$ cat src/rtl/mem_ctrl_pkg.sv
// mem_ctrl_pkg: shared types and helpers for the byte-serial memory controller.
//   state_e          controller FSM states
//   src_e            which client owns the in-flight transfer
//   SIZE_*           lsb_size encodings (byte / half / word)
//   IO_BASE_DEFAULT  default IO window base (addr[17:16] == 2'b11)
//   is_io()          IO window decode
//   last_idx()       index of the final byte of a transfer for a given size
//   extend()         sign/zero extension of assembled load data
package mem_ctrl_pkg;

  typedef enum logic [1:0] {
    ST_IDLE  = 2'd0,
    ST_READ  = 2'd1,
    ST_WRITE = 2'd2
  } state_e;

  typedef enum logic {
    SRC_LSB = 1'b0,
    SRC_IF  = 1'b1
  } src_e;

  localparam logic [1:0] SIZE_BYTE = 2'd0;
  localparam logic [1:0] SIZE_HALF = 2'd1;
  localparam logic [1:0] SIZE_WORD = 2'd2;

  localparam logic [31:0] IO_BASE_DEFAULT = 32'h0003_0000;

  // The IO window is selected by address bits [17:16] alone.
  localparam logic [31:0] IO_MASK = 32'h0003_0000;

  function automatic logic is_io(input logic [31:0] addr, input logic [31:0] base);
    return (addr & IO_MASK) == (base & IO_MASK);
  endfunction

  // Byte counter value of the last byte: 1, 2 or 4 bytes. Size 3 is
  // treated as a word.
  function automatic logic [1:0] last_idx(input logic [1:0] size);
    logic [1:0] r;
    case (size)
      SIZE_BYTE: r = 2'd0;
      SIZE_HALF: r = 2'd1;
      default:   r = 2'd3;
    endcase
    return r;
  endfunction

  function automatic logic [31:0] extend(input logic [31:0] data,
                                         input logic [1:0]  size,
                                         input logic        uns);
    logic [31:0] r;
    case (size)
      SIZE_BYTE: r = {{24{~uns & data[7]}}, data[7:0]};
      SIZE_HALF: r = {{16{~uns & data[15]}}, data[15:0]};
      default:   r = data;
    endcase
    return r;
  endfunction

endpackage

$ cat src/rtl/mem_ctrl.sv
// mem_ctrl: byte-serial controller for the single 8-bit synchronous RAM/IO
// port. Arbitrates between the load/store buffer (priority) and the fetch
// unit, and sequences 1/2/4-byte little-endian transfers.
//
// Ports:
//   clk, rst            clock, synchronous active-high reset
//   rdy                 global enable; low freezes the controller
//   flush               misprediction flush (aborts reads, drops new fetch)
//   mem_din             RAM read byte for the address of the previous cycle
//   mem_dout/mem_a/mem_wr  RAM write byte, byte address, write strobe
//   io_buffer_full      IO FIFO full; stalls writes into the IO window
//   lsb_*               load/store request, ready, done pulse, load data
//   if_*                fetch request level, done pulse, instruction word
//   dbg_state           current FSM state, for observation
//
// Handshake: lsb_valid is a one-cycle pulse and is accepted only in a cycle
// where lsb_ready is high; if_req is a level held by the fetch unit until it
// sees if_done. Each accepted request produces exactly one done pulse on its
// own client unless a flush aborts it (reads only). All outputs are registered.
module mem_ctrl
  import mem_ctrl_pkg::*;
#(
  parameter logic [31:0] IO_BASE = IO_BASE_DEFAULT
) (
  input  logic        clk,
  input  logic        rst,
  input  logic        rdy,
  input  logic        flush,
  input  logic [7:0]  mem_din,
  output logic [7:0]  mem_dout,
  output logic [31:0] mem_a,
  output logic        mem_wr,
  input  logic        io_buffer_full,
  input  logic        lsb_valid,
  input  logic        lsb_we,
  input  logic [1:0]  lsb_size,
  input  logic        lsb_unsigned,
  input  logic [31:0] lsb_addr,
  input  logic [31:0] lsb_wdata,
  output logic        lsb_ready,
  output logic        lsb_done,
  output logic [31:0] lsb_rdata,
  input  logic        if_req,
  input  logic [31:0] if_addr,
  output logic        if_done,
  output logic [31:0] if_data,
  output state_e      dbg_state
);

  state_e      state, state_d;
  src_e        src, src_d;
  logic [1:0]  req_size, size_d;
  logic        req_uns, uns_d;
  logic [31:0] wdata, wdata_d;
  logic [1:0]  cnt, cnt_d;         // byte index being captured / written
  logic        rd_dv, rd_dv_d;     // mem_din carries a byte of this read
  logic [7:0]  hold, hold_d;       // read byte parked across a rdy stall
  logic        hold_vld, hold_vld_d;
  logic [31:0] rd_buf, rd_buf_d;

  logic [31:0] mem_a_d, lsb_rdata_d, if_data_d;
  logic [7:0]  mem_dout_d;
  logic        mem_wr_d, lsb_ready_d, lsb_done_d, if_done_d;

  logic [7:0]  rd_byte;
  logic [31:0] merged;
  logic [1:0]  last;

  assign dbg_state = state;

  function automatic logic [7:0] byte_of(input logic [31:0] w, input logic [1:0] i);
    logic [7:0] r;
    case (i)
      2'd0:    r = w[7:0];
      2'd1:    r = w[15:8];
      2'd2:    r = w[23:16];
      default: r = w[31:24];
    endcase
    return r;
  endfunction

  always_comb begin
    state_d     = state;
    src_d       = src;
    size_d      = req_size;
    uns_d       = req_uns;
    wdata_d     = wdata;
    cnt_d       = cnt;
    rd_dv_d     = rd_dv;
    hold_d      = hold;
    hold_vld_d  = hold_vld;
    rd_buf_d    = rd_buf;
    mem_a_d     = mem_a;
    mem_dout_d  = mem_dout;
    mem_wr_d    = mem_wr;
    lsb_ready_d = lsb_ready;
    lsb_done_d  = lsb_done;
    lsb_rdata_d = lsb_rdata;
    if_done_d   = if_done;
    if_data_d   = if_data;

    last = last_idx(req_size);

    // The RAM keeps clocking while rdy is low, so the byte on mem_din at
    // the first frozen edge would be lost; it is parked in hold and used
    // in place of mem_din at the edge that resumes the read.
    rd_byte = hold_vld ? hold : mem_din;

    merged = rd_buf;
    case (cnt)
      2'd0:    merged[7:0]   = rd_byte;
      2'd1:    merged[15:8]  = rd_byte;
      2'd2:    merged[23:16] = rd_byte;
      default: merged[31:24] = rd_byte;
    endcase

    if (!rdy) begin
      mem_wr_d = 1'b0;
      if (state == ST_READ && rd_dv && !hold_vld) begin
        hold_d     = mem_din;
        hold_vld_d = 1'b1;
      end
    end else begin
      lsb_done_d = 1'b0;
      if_done_d  = 1'b0;
      hold_vld_d = 1'b0;

      case (state)
        ST_IDLE: begin
          if (lsb_valid) begin
            src_d       = SRC_LSB;
            size_d      = lsb_size;
            uns_d       = lsb_unsigned;
            wdata_d     = lsb_wdata;
            cnt_d       = 2'd0;
            rd_dv_d     = 1'b0;
            rd_buf_d    = '0;
            mem_a_d     = lsb_addr;
            lsb_ready_d = 1'b0;
            if (lsb_we) begin
              state_d    = ST_WRITE;
              mem_dout_d = lsb_wdata[7:0];
              mem_wr_d   = !(is_io(lsb_addr, IO_BASE) && io_buffer_full);
            end else begin
              state_d = ST_READ;
            end
          // While if_done is high the fetch unit has not yet dropped the
          // request it just got answered, so that level is not a new fetch.
          end else if (if_req && !flush && !if_done) begin
            src_d       = SRC_IF;
            size_d      = SIZE_WORD;
            uns_d       = 1'b1;
            cnt_d       = 2'd0;
            rd_dv_d     = 1'b0;
            rd_buf_d    = '0;
            mem_a_d     = if_addr;
            lsb_ready_d = 1'b0;
            state_d     = ST_READ;
          end
        end

        ST_READ: begin
          if (flush) begin
            state_d     = ST_IDLE;
            lsb_ready_d = 1'b1;
            rd_dv_d     = 1'b0;
          end else if (!rd_dv) begin
            // First edge after acceptance: byte 0 arrives next cycle.
            rd_dv_d = 1'b1;
            if (last != 2'd0) mem_a_d = mem_a + 32'd1;
          end else begin
            rd_buf_d = merged;
            if (cnt == last) begin
              state_d     = ST_IDLE;
              lsb_ready_d = 1'b1;
              rd_dv_d     = 1'b0;
              if (src == SRC_LSB) begin
                lsb_done_d  = 1'b1;
                lsb_rdata_d = extend(merged, req_size, req_uns);
              end else begin
                if_done_d = 1'b1;
                if_data_d = merged;
              end
            end else begin
              cnt_d = cnt + 2'd1;
              // The address runs one byte ahead of the capture index and
              // stops at the last byte.
              if ((cnt + 2'd1) != last) mem_a_d = mem_a + 32'd1;
            end
          end
        end

        ST_WRITE: begin
          // mem_wr high means the current byte was written this cycle.
          if (mem_wr) begin
            if (cnt == last) begin
              state_d     = ST_IDLE;
              mem_wr_d    = 1'b0;
              lsb_done_d  = 1'b1;
              lsb_ready_d = 1'b1;
            end else begin
              cnt_d      = cnt + 2'd1;
              mem_a_d    = mem_a + 32'd1;
              mem_dout_d = byte_of(wdata, cnt + 2'd1);
              mem_wr_d   = !(is_io(mem_a + 32'd1, IO_BASE) && io_buffer_full);
            end
          end else begin
            // Stalled by the IO FIFO or by rdy: retry the same byte.
            mem_wr_d = !(is_io(mem_a, IO_BASE) && io_buffer_full);
          end
        end

        default: state_d = ST_IDLE;
      endcase
    end
  end

  always_ff @(posedge clk) begin
    if (rst) begin
      state     <= ST_IDLE;
      src       <= SRC_LSB;
      req_size  <= SIZE_BYTE;
      req_uns   <= 1'b0;
      wdata     <= '0;
      cnt       <= 2'd0;
      rd_dv     <= 1'b0;
      hold      <= '0;
      hold_vld  <= 1'b0;
      rd_buf    <= '0;
      mem_a     <= '0;
      mem_dout  <= '0;
      mem_wr    <= 1'b0;
      lsb_ready <= 1'b1;
      lsb_done  <= 1'b0;
      lsb_rdata <= '0;
      if_done   <= 1'b0;
      if_data   <= '0;
    end else begin
      state     <= state_d;
      src       <= src_d;
      req_size  <= size_d;
      req_uns   <= uns_d;
      wdata     <= wdata_d;
      cnt       <= cnt_d;
      rd_dv     <= rd_dv_d;
      hold      <= hold_d;
      hold_vld  <= hold_vld_d;
      rd_buf    <= rd_buf_d;
      mem_a     <= mem_a_d;
      mem_dout  <= mem_dout_d;
      mem_wr    <= mem_wr_d;
      lsb_ready <= lsb_ready_d;
      lsb_done  <= lsb_done_d;
      lsb_rdata <= lsb_rdata_d;
      if_done   <= if_done_d;
      if_data   <= if_data_d;
    end
  end

  // A data request while busy would be silently dropped.
  a_lsb_req_when_busy: assert property (
    @(posedge clk) disable iff (rst) (rdy && lsb_valid) |-> lsb_ready
  );

endmodule
$ cat config.mk
export PLATFORM = sky130hd
export DESIGN_NAME = mem_ctrl
export DESIGN_NICKNAME = d
export VERILOG_FILES = /design/src/rtl/mem_ctrl_pkg.sv /design/src/rtl/mem_ctrl.sv
export SDC_FILE = /design/constraint.sdc
export NUM_CORES = 1
export LEC_CHECK = 0
export BUFFER_PORTS_ARGS = -buffer_cell sky130_fd_sc_hd__clkbuf_2
export CAP_MARGIN = 30
export CELL_PAD_IN_SITES_DETAIL_PLACEMENT = 2
export CELL_PAD_IN_SITES_GLOBAL_PLACEMENT = 2
export CORE_AREA = 5 5 175 177
export DETAILED_ROUTE_END_ITERATION = 7
export DIE_AREA = 0 0 180 182
export PLACE_DENSITY_LB_ADDON = 0.05
export SYNTH_ARGS = -nofsm -noshare
export SYNTH_HDL_FRONTEND = slang
export SYNTH_SLANG_ARGS = --single-unit
$ cat constraint.sdc
create_clock -name clk -period 4.82 [get_ports clk]
set_input_delay 0.964 -clock clk [delete_from_list [all_inputs] [get_ports clk]]
set_output_delay 0.964 -clock clk [all_outputs]
set_load 0.02 [all_outputs]
==> results.cfg <==
[logic_synthesis]
yosysSeqAreaShare = 0.406
yosysTopAreaCellShare = 0.406
yosysTopAreaCell = dfxtp_1
synthFlopType = dfxtp_1
synth-async-reset-ratio = 0
synthesis.area_sq_um = 9360
syn_inst = 1196
synth_warnings = 0
synth_nets = 1321
synth.area.top_cells = dfxtp_1 (41%), nand2_1 (9.3%), a21oi_1 (8.4%), mux2i_1 (5.6%), nor2_1 (4.6%)
syn_avg_cell_area_sq_um = 7.83
synth_edf_count = 0
ys_ff_latch = 190
post_synth_num_cell_types = 74

[worst_setup_path]
cp-start-kind = flop
crit_type = flop to flop
crit_required_ps = 5130
arrival_ps = 3840
crit_fanout = 16
end_kind = flop

[routing]
wire_per_inst_um = 20.6
drt-pass1-iter-count = 5
drcViolationCount = 0
routed_wl_mm = 36.4
avgViaCountPerCell = 5.47
drt-initial-drc-count = 521
via_count = 9640
ant_nets = 0

[clocking]
cts_tree = built
cts_buffers = 17
cts_hold_buffers = 0
htree_levels = 4
cts_sinks = 190
clockRootBuffer = clkbuf_16
clkSlewWorstSetupHoldPaths_ps = 80
clock_path_buffers = 2
clock_latency_ps = 450
cts_resized = 0
post_cts_buffers = 0

[place]
port_buffers = 224
gp_congestion = 0.803
place.detailed.hpwl_mm = 25.5

[global_routing]
grt_pass1_vias = 10400
antenna_found_initial = 0
grt_pass1_wl_mm = 58.2
grt_max_degree = 112
track_usage = 0.216
globalRouteOverflowTotal = 0

[sta]
grt_setup_unrepaired = false
fin_crit_ps = 3540
tns_ps = 0
hold-worst-slack_ps = 457
tightest_slew_ps = 990
report.final.slew_viol_count = 0
hold_viol_final = 0
setup_viol = 0
max_freq_mhz = 283
max-slew-margin-rel = 0.339
finalClockSkew_ps = 20.5
layout_worst_path_cycle_share = 0.734

[cells_and_area]
num_antenna_cells = 0
nNetsFinal = 1484
synthToLayoutAreaGrowth_pct = 21.5
final.fill_count = 3408
seq_area_sq_um = 3800
drive_above_1_share = 0.226
multi_input_area_sq_um = 5100

[floorplan]
die_h_um = 182
core_sq_um = 29100
die_width_um = 180
num_rows = 63
start_util = 0.322
io_pins = 225
design.die.area_sq_um = 32800

[flow_run]
max-cap-violations = 0

[min_path]
hold_class = flop to flop

[power]
p_per_area_nw_per_um2 = 338
irDropWorstVdd_uv = 199
power_leakage_nw = 4.30

[status]
status = finished, final reports clean
-- logic make-up (layout without fill, tap and decap cells) --
group / Yosys count / count (layout) / share of synthesized area
flip-flops: 190 / 190 / 0.406
multiplexers: 58 / 58 / 0.0628
AND/OR/NAND/NOR: 474 / 474 / 0.225
buffers and inverters: 117 / 293 / 0.0506
XOR/XNOR: 2 / 2 / 0.00267
adder cells (fa/ha/maj): 10 / 10 / 0.0134
AO/OA/AOI/OAI: 345 / 345 / 0.239
-- state kept, by name (all words and copies together) (netlist names) --
register,flops
wdata,32
lsb_ready,1
req_uns,1
if_data,32
rd_dv,1
mem_wr,1
dbg_state,2
req_size,2
cnt,2
src,1
rd_buf,32
if_done,1
hold,8
hold_vld,1
mem_a,32
mem_dout,8
lsb_done,1
lsb_rdata,32
-- cells in the final DEF (no fill, tap or decap), drive strengths merged, types with 6 or more instances in the layout --
cell type | synthesis | final
clkbuf | 72 | 240
nand2 | 234 | 234
dfxtp | 190 | 190
a21oi | 159 | 159
nor2 | 117 | 117
mux2i | 52 | 52
a211oi | 42 | 42
nand4 | 39 | 39
o21ai | 29 | 29
inv | 16 | 24
o31ai | 22 | 22
buf | 29 | 22
nand3 | 20 | 20
a31oi | 17 | 17
nor3 | 17 | 17
ha | 10 | 10
nand2b | 8 | 8
a2bb2oi | 8 | 8
and3 | 8 | 8
a222oi | 8 | 8
nor4 | 7 | 7
o311ai | 7 | 7
mux2 | 6 | 6
clkinv | 0 | 6
-- cells in the mapped netlist (all sizes together), types with 3 or more instances --
library cell,n
nand2,234
dfxtp,190
a21oi,159
nor2,117
clkbuf,72
mux2i,52
a211oi,42
nand4,39
buf,29
o21ai,29
o31ai,22
nand3,20
a31oi,17
nor3,17
inv,16
ha,10
a222oi,8
a2bb2oi,8
and3,8
nand2b,8
nor4,7
o311ai,7
mux2,6
a41oi,5
and4,5
o211ai,5
a31o,4
nor2b,4
o21a,4
o22ai,4
o31a,4
o41ai,4
or2,4
a221oi,3
a311oi,3
and2,3
-- worst max-delay path: stages, from the launching register on --
cell and delay, ps:
dfxtp_1 440, ha_1 640, inv_1 280, o221ai_1 570, a211o_1 660, nor2_2 370
a2111oi_0 460
-- path summary, 6_finish.rpt --
kind                      from     endpoint  slack [ps]  depth (start not counted)
setup / recovery  dbg_state[1]    mem_a[24]        1280                          6
hold reg to reg    if_data[18]  if_data[18]         460                          2
setup reg to reg  dbg_state[1]    mem_a[24]        1280                          6
hold / removal     if_data[18]  if_data[18]         460                          2
-- layout make-up --
| class | instances | area share |
|---|---|---|
| Clock buffer | 17 | 0.0374 |
| Tap cell | 390 | 0.0429 |
| Inverter | 16 | 0.00528 |
| Sequential cell | 190 | 0.334 |
| Multi-Input combinational cell | 889 | 0.448 |
| Clock inverter | 15 | 0.0159 |
| Timing Repair Buffer | 245 | 0.116 |
-- metrics by stage --
| step | util | cells | area (sq um) | setup WS (ps) | power (mW) |
|---|---|---|---|---|---|
| after CTS | 0.391 | 1762 | 11400 | 1310 | 3.90 |
| after floorplan | - | 1196 | 9360 | 2280 | 2.13 |
| after global routing | 0.391 | 1762 | 11400 | 1020 | 4.02 |
| after detailed placement | 0.370 | 1730 | 10800 | 1230 | 2.40 |
| after global placement | 0.368 | 1725 | 10700 | 1290 | 2.38 |
| final | 0.391 | 1762 | 11400 | 1280 | 3.85 |
-- power by group --
group,switching [mW],internal (mW),total [mW],leakage (nW)
clock,0.775,0.713,1.49,0.293
combinational,0.443,0.220,0.663,2.47
sequential,0.0715,1.63,1.70,1.54
total,1.29,2.56,3.85,4.30
-- routing by layer --
| metal | vias up | part of all wire | GRT usage |
|---|---|---|---|
| met5 | - | 0 | 0 |
| met4 | 0 | 0.012 | 0.0497 |
| met3 | 26 | 0.038 | 0.0355 |
| met2 | 192 | 0.48 | 0.370 |
| met1 | 4805 | 0.47 | 0.288 |
| li1 | 4617 | - | - |
No activity file was read; power rests on OpenSTA's default activity.
